**src/rtl/mux_nx1_rr.sv**
```systemverilog
`timescale 1ns/1ps
`default_nettype none
// ============================================================================
//  Module   : mux_nx1_rr
//  Purpose  : N-channel, W-bit registered selector with a valid/ready
//             handshake on every channel. mode=0 forwards the channel named
//             by sel. mode=1 grants channels in round-robin order, starting
//             after the last channel granted. The output stream is one
//             register stage deep and carries the source channel tag.
//  Ports    : clk, rst        - clock, synchronous active-high reset
//             enable          - allows new grants (a held word still drains)
//             mode, sel       - 0 = fixed on sel, 1 = round-robin
//             in_data/in_valid/in_ready - packed per-channel input streams
//             out_data/out_chan/out_valid/out_ready - registered output
//  Revision : 1.0 - initial release
// ============================================================================
module mux_nx1_rr #(
    parameter int WIDTH    = 8,
    parameter int CHANNELS = 8,
    parameter int SEL_W    = 3
) (
    input  logic                      clk,
    input  logic                      rst,
    input  logic                      enable,
    input  logic                      mode,
    input  logic [SEL_W-1:0]          sel,
    input  logic [CHANNELS*WIDTH-1:0] in_data,
    input  logic [CHANNELS-1:0]       in_valid,
    output logic [CHANNELS-1:0]       in_ready,
    output logic [WIDTH-1:0]          out_data,
    output logic [SEL_W-1:0]          out_chan,
    output logic                      out_valid,
    input  logic                      out_ready
);

    // Every index a SEL_W-bit value can name gets a slot; slots past the
    // last real channel read as "never valid". This makes an out-of-range
    // sel harmless without a separate range compare.
    localparam int               c_SLOTS   = 1 << SEL_W;
    localparam logic [SEL_W-1:0] c_LAST_CH = SEL_W'(CHANNELS - 1);

    logic [WIDTH-1:0]   w_slot_data [c_SLOTS];
    logic [c_SLOTS-1:0] w_slot_valid;

    logic [SEL_W-1:0]   w_rr_idx;
    logic [SEL_W-1:0]   w_cand;
    logic               w_rr_found;
    logic               w_fix_found;
    logic [SEL_W-1:0]   w_grant;
    logic               w_found;
    logic               w_load;

    logic [WIDTH-1:0]   r_out_data;
    logic [SEL_W-1:0]   r_out_chan;
    logic               r_out_valid;
    logic [SEL_W-1:0]   r_last_grant;

    generate
        for (genvar gi = 0; gi < c_SLOTS; gi++) begin : g_slot
            if (gi < CHANNELS) begin : g_live
                assign w_slot_data[gi]  = in_data[gi*WIDTH +: WIDTH];
                assign w_slot_valid[gi] = in_valid[gi];
            end else begin : g_pad
                assign w_slot_data[gi]  = '0;
                assign w_slot_valid[gi] = 1'b0;
            end
        end
    endgenerate

    assign w_fix_found = w_slot_valid[sel];

    // Round-robin search: walk last+1, last+2, ... modulo CHANNELS and keep
    // the first requester. The last step lands on last_grant itself, so a
    // lone requester is granted every cycle.
    always_comb begin
        w_rr_found = 1'b0;
        w_rr_idx   = '0;
        w_cand     = '0;
        for (int k = 1; k <= CHANNELS; k++) begin
            w_cand = SEL_W'((int'(r_last_grant) + k) % CHANNELS);
            if (!w_rr_found && w_slot_valid[w_cand]) begin
                w_rr_found = 1'b1;
                w_rr_idx   = w_cand;
            end
        end
    end

    assign w_grant = mode ? w_rr_idx   : sel;
    assign w_found = mode ? w_rr_found : w_fix_found;

    // The output register can take a word when it is empty or being drained
    // this cycle. Reset suppresses the accept so in_ready stays 0 in a reset
    // cycle.
    assign w_load = ~rst & enable & (~r_out_valid | out_ready) & w_found;

    always_comb begin
        in_ready = '0;
        for (int i = 0; i < CHANNELS; i++) begin
            in_ready[i] = w_load && (w_grant == SEL_W'(i));
        end
    end

    always_ff @(posedge clk) begin
        if (rst) begin
            r_out_data   <= '0;
            r_out_chan   <= '0;
            r_out_valid  <= 1'b0;
            r_last_grant <= c_LAST_CH;
        end else if (w_load) begin
            r_out_data   <= w_slot_data[w_grant];
            r_out_chan   <= w_grant;
            r_out_valid  <= 1'b1;
            r_last_grant <= w_grant;
        end else if (out_ready) begin
            // Drain with no replacement: data and tag keep their last values.
            r_out_valid  <= 1'b0;
        end
    end

    assign out_data  = r_out_data;
    assign out_chan  = r_out_chan;
    assign out_valid = r_out_valid;

endmodule
`default_nettype wire

```
**config.mk**
```make
export PLATFORM = sky130hd
export DESIGN_NAME = mux_nx1_rr
export DESIGN_NICKNAME = d
export VERILOG_FILES = /design/src/rtl/mux_nx1_rr.sv
export SDC_FILE = /design/constraint.sdc
export NUM_CORES = 1
export LEC_CHECK = 0
export BUFFER_PORTS_ARGS = -buffer_cell sky130_fd_sc_hd__buf_2
export CAP_MARGIN = 0
export CORE_ASPECT_RATIO = 1.25
export CORE_UTILIZATION = 40
export DETAILED_ROUTE_END_ITERATION = 7
export PLACE_DENSITY_LB_ADDON = 0.05
export RECOVER_POWER = 50
export SYNTH_ARGS = -nofsm -noshare
export SYNTH_HDL_FRONTEND = slang
export SYNTH_SLANG_ARGS = --single-unit
```
**constraint.sdc**
```tcl
create_clock -name clk -period 7.7 [get_ports clk]
set_input_delay 0.385 -clock clk [delete_from_list [all_inputs] [get_ports clk]]
set_output_delay 0.385 -clock clk [all_outputs]
set_load 0.01 [all_outputs]
```
==> results.txt, run 1 <==
Avg Cell Area, Syn: 9.48 µm²
Leak pwr: 1.29 nW
Skew-Pair Late Insertion Delay: 240 ps
Cell area after synthesis: 2330 µm²
Crit path max fanout: 38
Worst-Margin Slew: 1910 ps
Final WL: 6830 µm
Maxcap violations: 1
CTS Buffer Depth: 2
Violated checks: max-capacitance violations, max-slew violations
DRC viols: 0
Yosys top cell area share: 0.174
Total Power: 413 µW
Total congestion overflow: 0
CTS Hold Bufs: 0
Synth unique cells: 54
Post-synth top cells: 39 x mux2i_1, 18 x mux4_2, 17 x nand2_1
Most common cell in the synthesized netlist: mux2i_1
Non-Filler Instances: 395
CTS tree: yes
Post-synth top area cell: mux4_2
Via count of the routed design: 2,334
Port Buf Inserts: 99
Inserted Clock Buffers: 3
Synth warnings: 0
Status: finished with violations
Clk sinks: 15
Post-route ant nets: 0
Clock root cell: clkbuf_8
Initial core utilization: 0.423
Register area share after synthesis: 0.129
Post CTS Setup Buffer Count: 0
Pwr dens: 147 nW/µm²
DR iter-0 viols: 120
Core Box Area: 5520 µm²
Register area: 300 µm²
Antenna Cells: 0
R2R depth: 11
Slew Limit Fails: 39
Final Hold Violating Endpoints: 0
Final Skew: 0.639 ps
Top FF cell, synth: dfxtp_1
DR WL/cell: 17.3 µm
Die width: 70.3 µm
Die area: 6140 µm²
1st-pass router iterations: 4
Kind of critical path: reg2out
Filler cell count: 553
First-pass GRT wire length: 11,100 µm
HPWL Detailed: 5290 µm
Post-placement cell count: 391
Synth top area cells: mux4_2 17%, mux2i_1 17%, dfxtp_1 13%, mux2_2 6.3%, mux2_1 4.3%
Post-route minimum period: 5350 ps
# setup viols final: 0
Area of the multi-input gates: 1850 µm²
H-Tree Depth: 1
Required @ worst endpoint: 7320 ps
Setup TNS: 0 ps
Period utilisation layout: 0.695
#FFs+latches synth: 15
Initial antenna violation count: 0
Path type of the worst min-delay path: in2reg
Vias in the first global route: 2,272
Max Fclk: 187 MHz
Hold path depth: 2
Via density: 5.91
Post-synth ARST share: 0
Reg clk slew, reported paths: 60 ps
GP Congestion: 0.895
Nature of the critical path endpoint: output pin
Post-CTS sizing: 0
Pin count of the biggest net entering global routing: 39
CP arrival: 4970 ps
I/O pins: 100
Critical Path Start Type: flip-flop
GRT Total Usage: 0.228
# nets final: 414
Slew HR: -0.275
RSZ-0062 raised after global routing: false
Synthesized Nets: 328
Die H: 87.4 µm
Number of flops mapped to enable cells by yosys: 0
Layout cells sized above 1: 0.405
Peak VDD IR: 0.0000855 V
Synth Instances: 246
Rows: 30
Area delta synth->final: 20.7%
==> placed cells by master (no fill, tap or decap), types with 6 or more instances in the layout <==
master / instances
buf_2: 87
mux2i_1: 39
mux4_2: 18
nand2_1: 17
nor2_1: 15
dfxtp_1: 15
clkbuf_1: 13
a21oi_1: 12
mux2_2: 12
mux2_1: 10
o21ai_0: 10
a221oi_1: 8
inv_1: 6
==> flip-flops by register name, summed over array words and instances, names as in the netlist <==
name,cells
out_chan,3
out_data,8
out_valid,1
r_last_grant,3
==> metal layers <==
layer  vias to the layer above  track usage  share of wire
li1                       1129            -              -
met1                      1099        0.257           0.38
met4                         0       0.0673          0.014
met2                        98        0.439           0.55
met5                         -            0              0
met3                         8       0.0324          0.057
==> worst paths after layout <==
| kind | from | to | slack (ps) |
|---|---|---|---|
| min | rst | out_valid$_SDFFE_PP0P_ | 360 |
| max | r_last_grant[0]$_SDFFE_PP1P_ | in_ready[1] | 2350 |
| min reg2reg | out_chan[2]$_SDFFE_PP0P_ | out_chan[2]$_SDFFE_PP0P_ | 460 |
| max reg2reg | r_last_grant[0]$_SDFFE_PP1P_ | out_data[5]$_SDFFE_PP0P_ | 2520 |
==> cell type report <==
| type | instances | area share |
|---|---|---|
| inverters | 8 | 0.0107 |
| multi-input cells | 201 | 0.657 |
| repair buffers | 103 | 0.181 |
| flip-flops and latches | 15 | 0.107 |
| clock buffers | 4 | 0.0160 |
| well taps | 64 | 0.0285 |
==> where the power goes <==
group	internal, mW	switching [mW]	leakage, nW
logic	0.131	0.134	1.14
clock network	0.0365	0.0248	0.0228
registers	0.0841	0.00297	0.123
==> critical path, cell delays in order (launching register included) <==
cell and delay, ps:
dfxtp_1 320, inv_1 140, ha_1 680, mux2_2 420, mux4_2 540, nor3_1 260
nand3_1 210, o21ai_1 170, o21a_1 1420, inv_2 120, and3_1 270, buf_2 140
==> logic make-up (layout without fill, tap and decap cells) <==
kind of cell / after synthesis / count (layout) / synth area share
adders and majority gates: 2 / 2 / 0.0107
muxes: 85 / 85 / 0.491
xor gates and xnor gates: 4 / 4 / 0.0150
and+or+nand+nor: 52 / 52 / 0.104
AOI/OAI and AO/OA: 58 / 58 / 0.174
buffers and inverters: 30 / 115 / 0.0767
DFF: 15 / 15 / 0.129
==> stage by stage <==
step	cell area, µm²	util	hold slack [ps]	setup slack [ps]
2_1_floorplan	2330	-	454	3890
3_3_place_gp	2790	0.506	445	3310
3_5_place_dp	2790	0.506	450	3250
4_1_cts	2840	0.514	352	3020
5_1_grt	2810	0.510	353	1880
6_report	2810	0.510	357	2350
Note: power is estimated with default switching activity, not from simulation.
==> inputs of run 2 (changes only) <==
==> constraint.sdc (replaced) <==
create_clock -name clk -period 5.4 [get_ports clk]
set_input_delay 0.27 -clock clk [delete_from_list [all_inputs] [get_ports clk]]
set_output_delay 0.27 -clock clk [all_outputs]
set_load 0.01 [all_outputs]
==> run 2 against run 1 <==
Against the previous run: the run now ends clean; clock-buffer cell count stayed put; hold slack worse by 110 ps; design area increased by 0.31%; via count grew 0.73%; sequential cell count unchanged; final cell count rose by 0.25%; clock power rose by 52%; combinational power up 37%; sequential share of layout area hardly changed; total power increased by 42%; critical path type unchanged; critical endpoint unchanged; largest power group unchanged.
==> results.txt, run 2 (synthesis gave the netlist of run 1 again) <==
Die area: 6140 µm² (unchanged)
Post-route ant nets: 0 (unchanged)
Post-route cell area: 2820 µm² (was 2810 µm²)
RSZ-0062 raised after global routing: false (unchanged)
Commonest non-fill, non-tap cell in the layout: buf_2 (unchanged)
Area delta synth->final: 21.0% (was 20.7%)
# setup viols final: 0 (unchanged)
Initial antenna violation count: 0 (unchanged)
Via density: 5.94 (was 5.91)
Rows: 30 (unchanged)
Leak pwr: 1.29 nW (about the same)
Max reg flops: 8 (unchanged)
Pin count of the biggest net entering global routing: 39 (unchanged)
Total congestion overflow: 0 (unchanged)
Inserted Clock Buffers: 3 (unchanged)
CP arrival: 4370 ps (was 4970 ps)
Area of the multi-input gates: 1850 µm² (about the same)
Crit path max fanout: 38 (unchanged)
H-Tree Depth: 1 (unchanged)
Period utilisation layout: 0.859
Slew HR: 0.297 (was -0.275)
Port Buf Inserts: 99 (unchanged)
Clock root cell: clkbuf_8 (unchanged)
CTS Buffer Depth: 2 (unchanged)
Filler cell count: 546 (was 553)
Maxcap violations: 0 (was 1)
First-pass GRT wire length: 11,200 µm (was 11,100 µm)
Post-route minimum period: 4640 ps
Worst path cell trace: inv_1 -> ha_1 -> mux2_1 -> mux4_2 -> nor3_1 -> nand3_1 -> o21ai_0 -> o21a_2 -> inv_2 -> and3_1 -> buf_2 (was inv_1 -> ha_1 -> mux2_2 -> mux4_2 -> nor3_1 -> nand3_1 -> o21ai_1 -> o21a_1 -> inv_2 -> and3_1 -> buf_2)
Clk sinks: 15 (unchanged)
DR iter-0 viols: 122 (was 120)
DRC viols: 0 (unchanged)
Vias in the first global route: 2,347 (was 2,272)
Final Skew: 2.07 ps (was 0.639 ps)
Setup TNS: 0 ps (unchanged)
Skew-Pair Late Insertion Delay: 250 ps (was 240 ps)
GP Congestion: 0.845 (was 0.895)
GRT Total Usage: 0.225 (was 0.228)
Post CTS Setup Buffer Count: 0 (unchanged)
Pwr dens: 208 nW/µm² (was 147 nW/µm²)
Kind of critical path: reg2out (unchanged)
CTS Hold Bufs: 0 (unchanged)
Max Fclk: 216 MHz
CTS tree: yes (unchanged)
Antenna Cells: 0 (unchanged)
Required @ worst endpoint: 5130 ps (was 7320 ps)
Critical Path Start Type: flip-flop (unchanged)
1st-pass router iterations: 4 (unchanged)
Layout cells sized above 1: 0.407 (was 0.405)
DR WL/cell: 17.0 µm (was 17.3 µm)
Via count of the routed design: 2,351 (was 2,334)
Die H: 87.4 µm (unchanged)
Status: finished, final reports clean (was finished with violations)
Final WL: 6720 µm (was 6830 µm)
CP top delay family: compound AO/OA/AOI/OAI gates (unchanged)
Core Box Area: 5520 µm² (unchanged)
I/O pins: 100 (unchanged)
Register area: 300 µm² (unchanged)
Post-CTS sizing: 0 (unchanged)
Nature of the critical path endpoint: output pin (unchanged)
Worst-Margin Slew: 1060 ps (was 1910 ps)
Post-place instance area: 2800 µm² (was 2790 µm²)
# nets final: 415 (was 414)
CP max-delay cell: o21a_2 (was o21a_1)
Final Hold Violating Endpoints: 0 (unchanged)
CP max stage delay: 850 ps (was 1420 ps)
Worst hold slack: 248 ps (was 357 ps)
Most frequent cells in the layout: 87 x buf_2, 39 x mux2i_1, 18 x mux4_2 (unchanged)
Peak VDD IR: 0.000106 V (was 0.0000855 V)
Die width: 70.3 µm (unchanged)
Initial core utilization: 0.423 (unchanged)
HPWL Detailed: 5190 µm (was 5290 µm)
Reg clk slew, reported paths: 60 ps (about the same)
Path type of the worst min-delay path: in2reg (unchanged)
Slew Limit Fails: 0 (was 39)
WP buf/inv: 3 (unchanged)
[run 2: cell count changes in the layout (fill, tap and decap cells not counted)]
cell / before / now
o21a_2: 0 / 1
or2_0: 1 / 0
inv_2: 2 / 1
o21ai_0: 10 / 11
o21a_1: 2 / 1
buf_4: 4 / 5
or2_1: 0 / 1
o21ai_1: 2 / 1
inv_1: 6 / 7
[run 2: final cells by class]
class / count / area share
clock buffer: 4 / 0.0160
tap: 64 / 0.0284
inverter: 8 / 0.0106
sequential: 15 / 0.106
multi-input combinational: 201 / 0.655
timing repair buffer: 104 / 0.184
[run 2: routing by layer]
metal / up-vias / global-route usage / wire (µm)
met3: 2 / 0.0255 / 380
met5: - / 0 / 0
li1: 1132 / - / -
met1: 1127 / 0.266 / 2730
met2: 90 / 0.434 / 3580
met4: 0 / 0.0436 / 25
[run 2: path summary, 6_finish.rpt]
| kind | from | end | slack (ps) | cells after the start |
|---|---|---|---|---|
| min reg2reg | out_chan[2]$_SDFFE_PP0P_ | out_chan[2]$_SDFFE_PP0P_ | 460 | 2 |
| max reg2reg | r_last_grant[0]$_SDFFE_PP1P_ | out_data[5]$_SDFFE_PP0P_ | 910 | 11 |
| max | r_last_grant[0]$_SDFFE_PP1P_ | in_ready[1] | 760 | 11 |
| min | rst | out_valid$_SDFFE_PP0P_ | 250 | 2 |
[run 2: worst register-to-register path, stage by stage (launching register included)]
cell      delay (ps)
dfxtp_1          320
inv_1            150
ha_1             690
mux2_1           410
mux4_2           550
nor3_1           260
nand3_1          200
o21ai_0          200
o21a_2           850
mux2i_1          190
mux2_2           300
a221oi_1         280
[run 2: through the flow]
stage / util / total power [mW] / std cells / setup slack [ps]
detailed placement: 0.507 / 0.499 / 392 / 972
global route: 0.512 / 0.630 / 396 / 307
global placement: 0.507 / 0.500 / 392 / 1050
floorplan: - / 0.425 / 246 / 1650
finish: 0.512 / 0.587 / 396 / 763
CTS: 0.515 / 0.595 / 396 / 781
[run 2: report_power, final]
part / switching, mW / internal [mW] / total, mW
sequential: 0.00934 / 0.120 / 0.129
combinational: 0.181 / 0.183 / 0.364
clock: 0.0409 / 0.0522 / 0.0932
total: 0.231 / 0.355 / 0.587
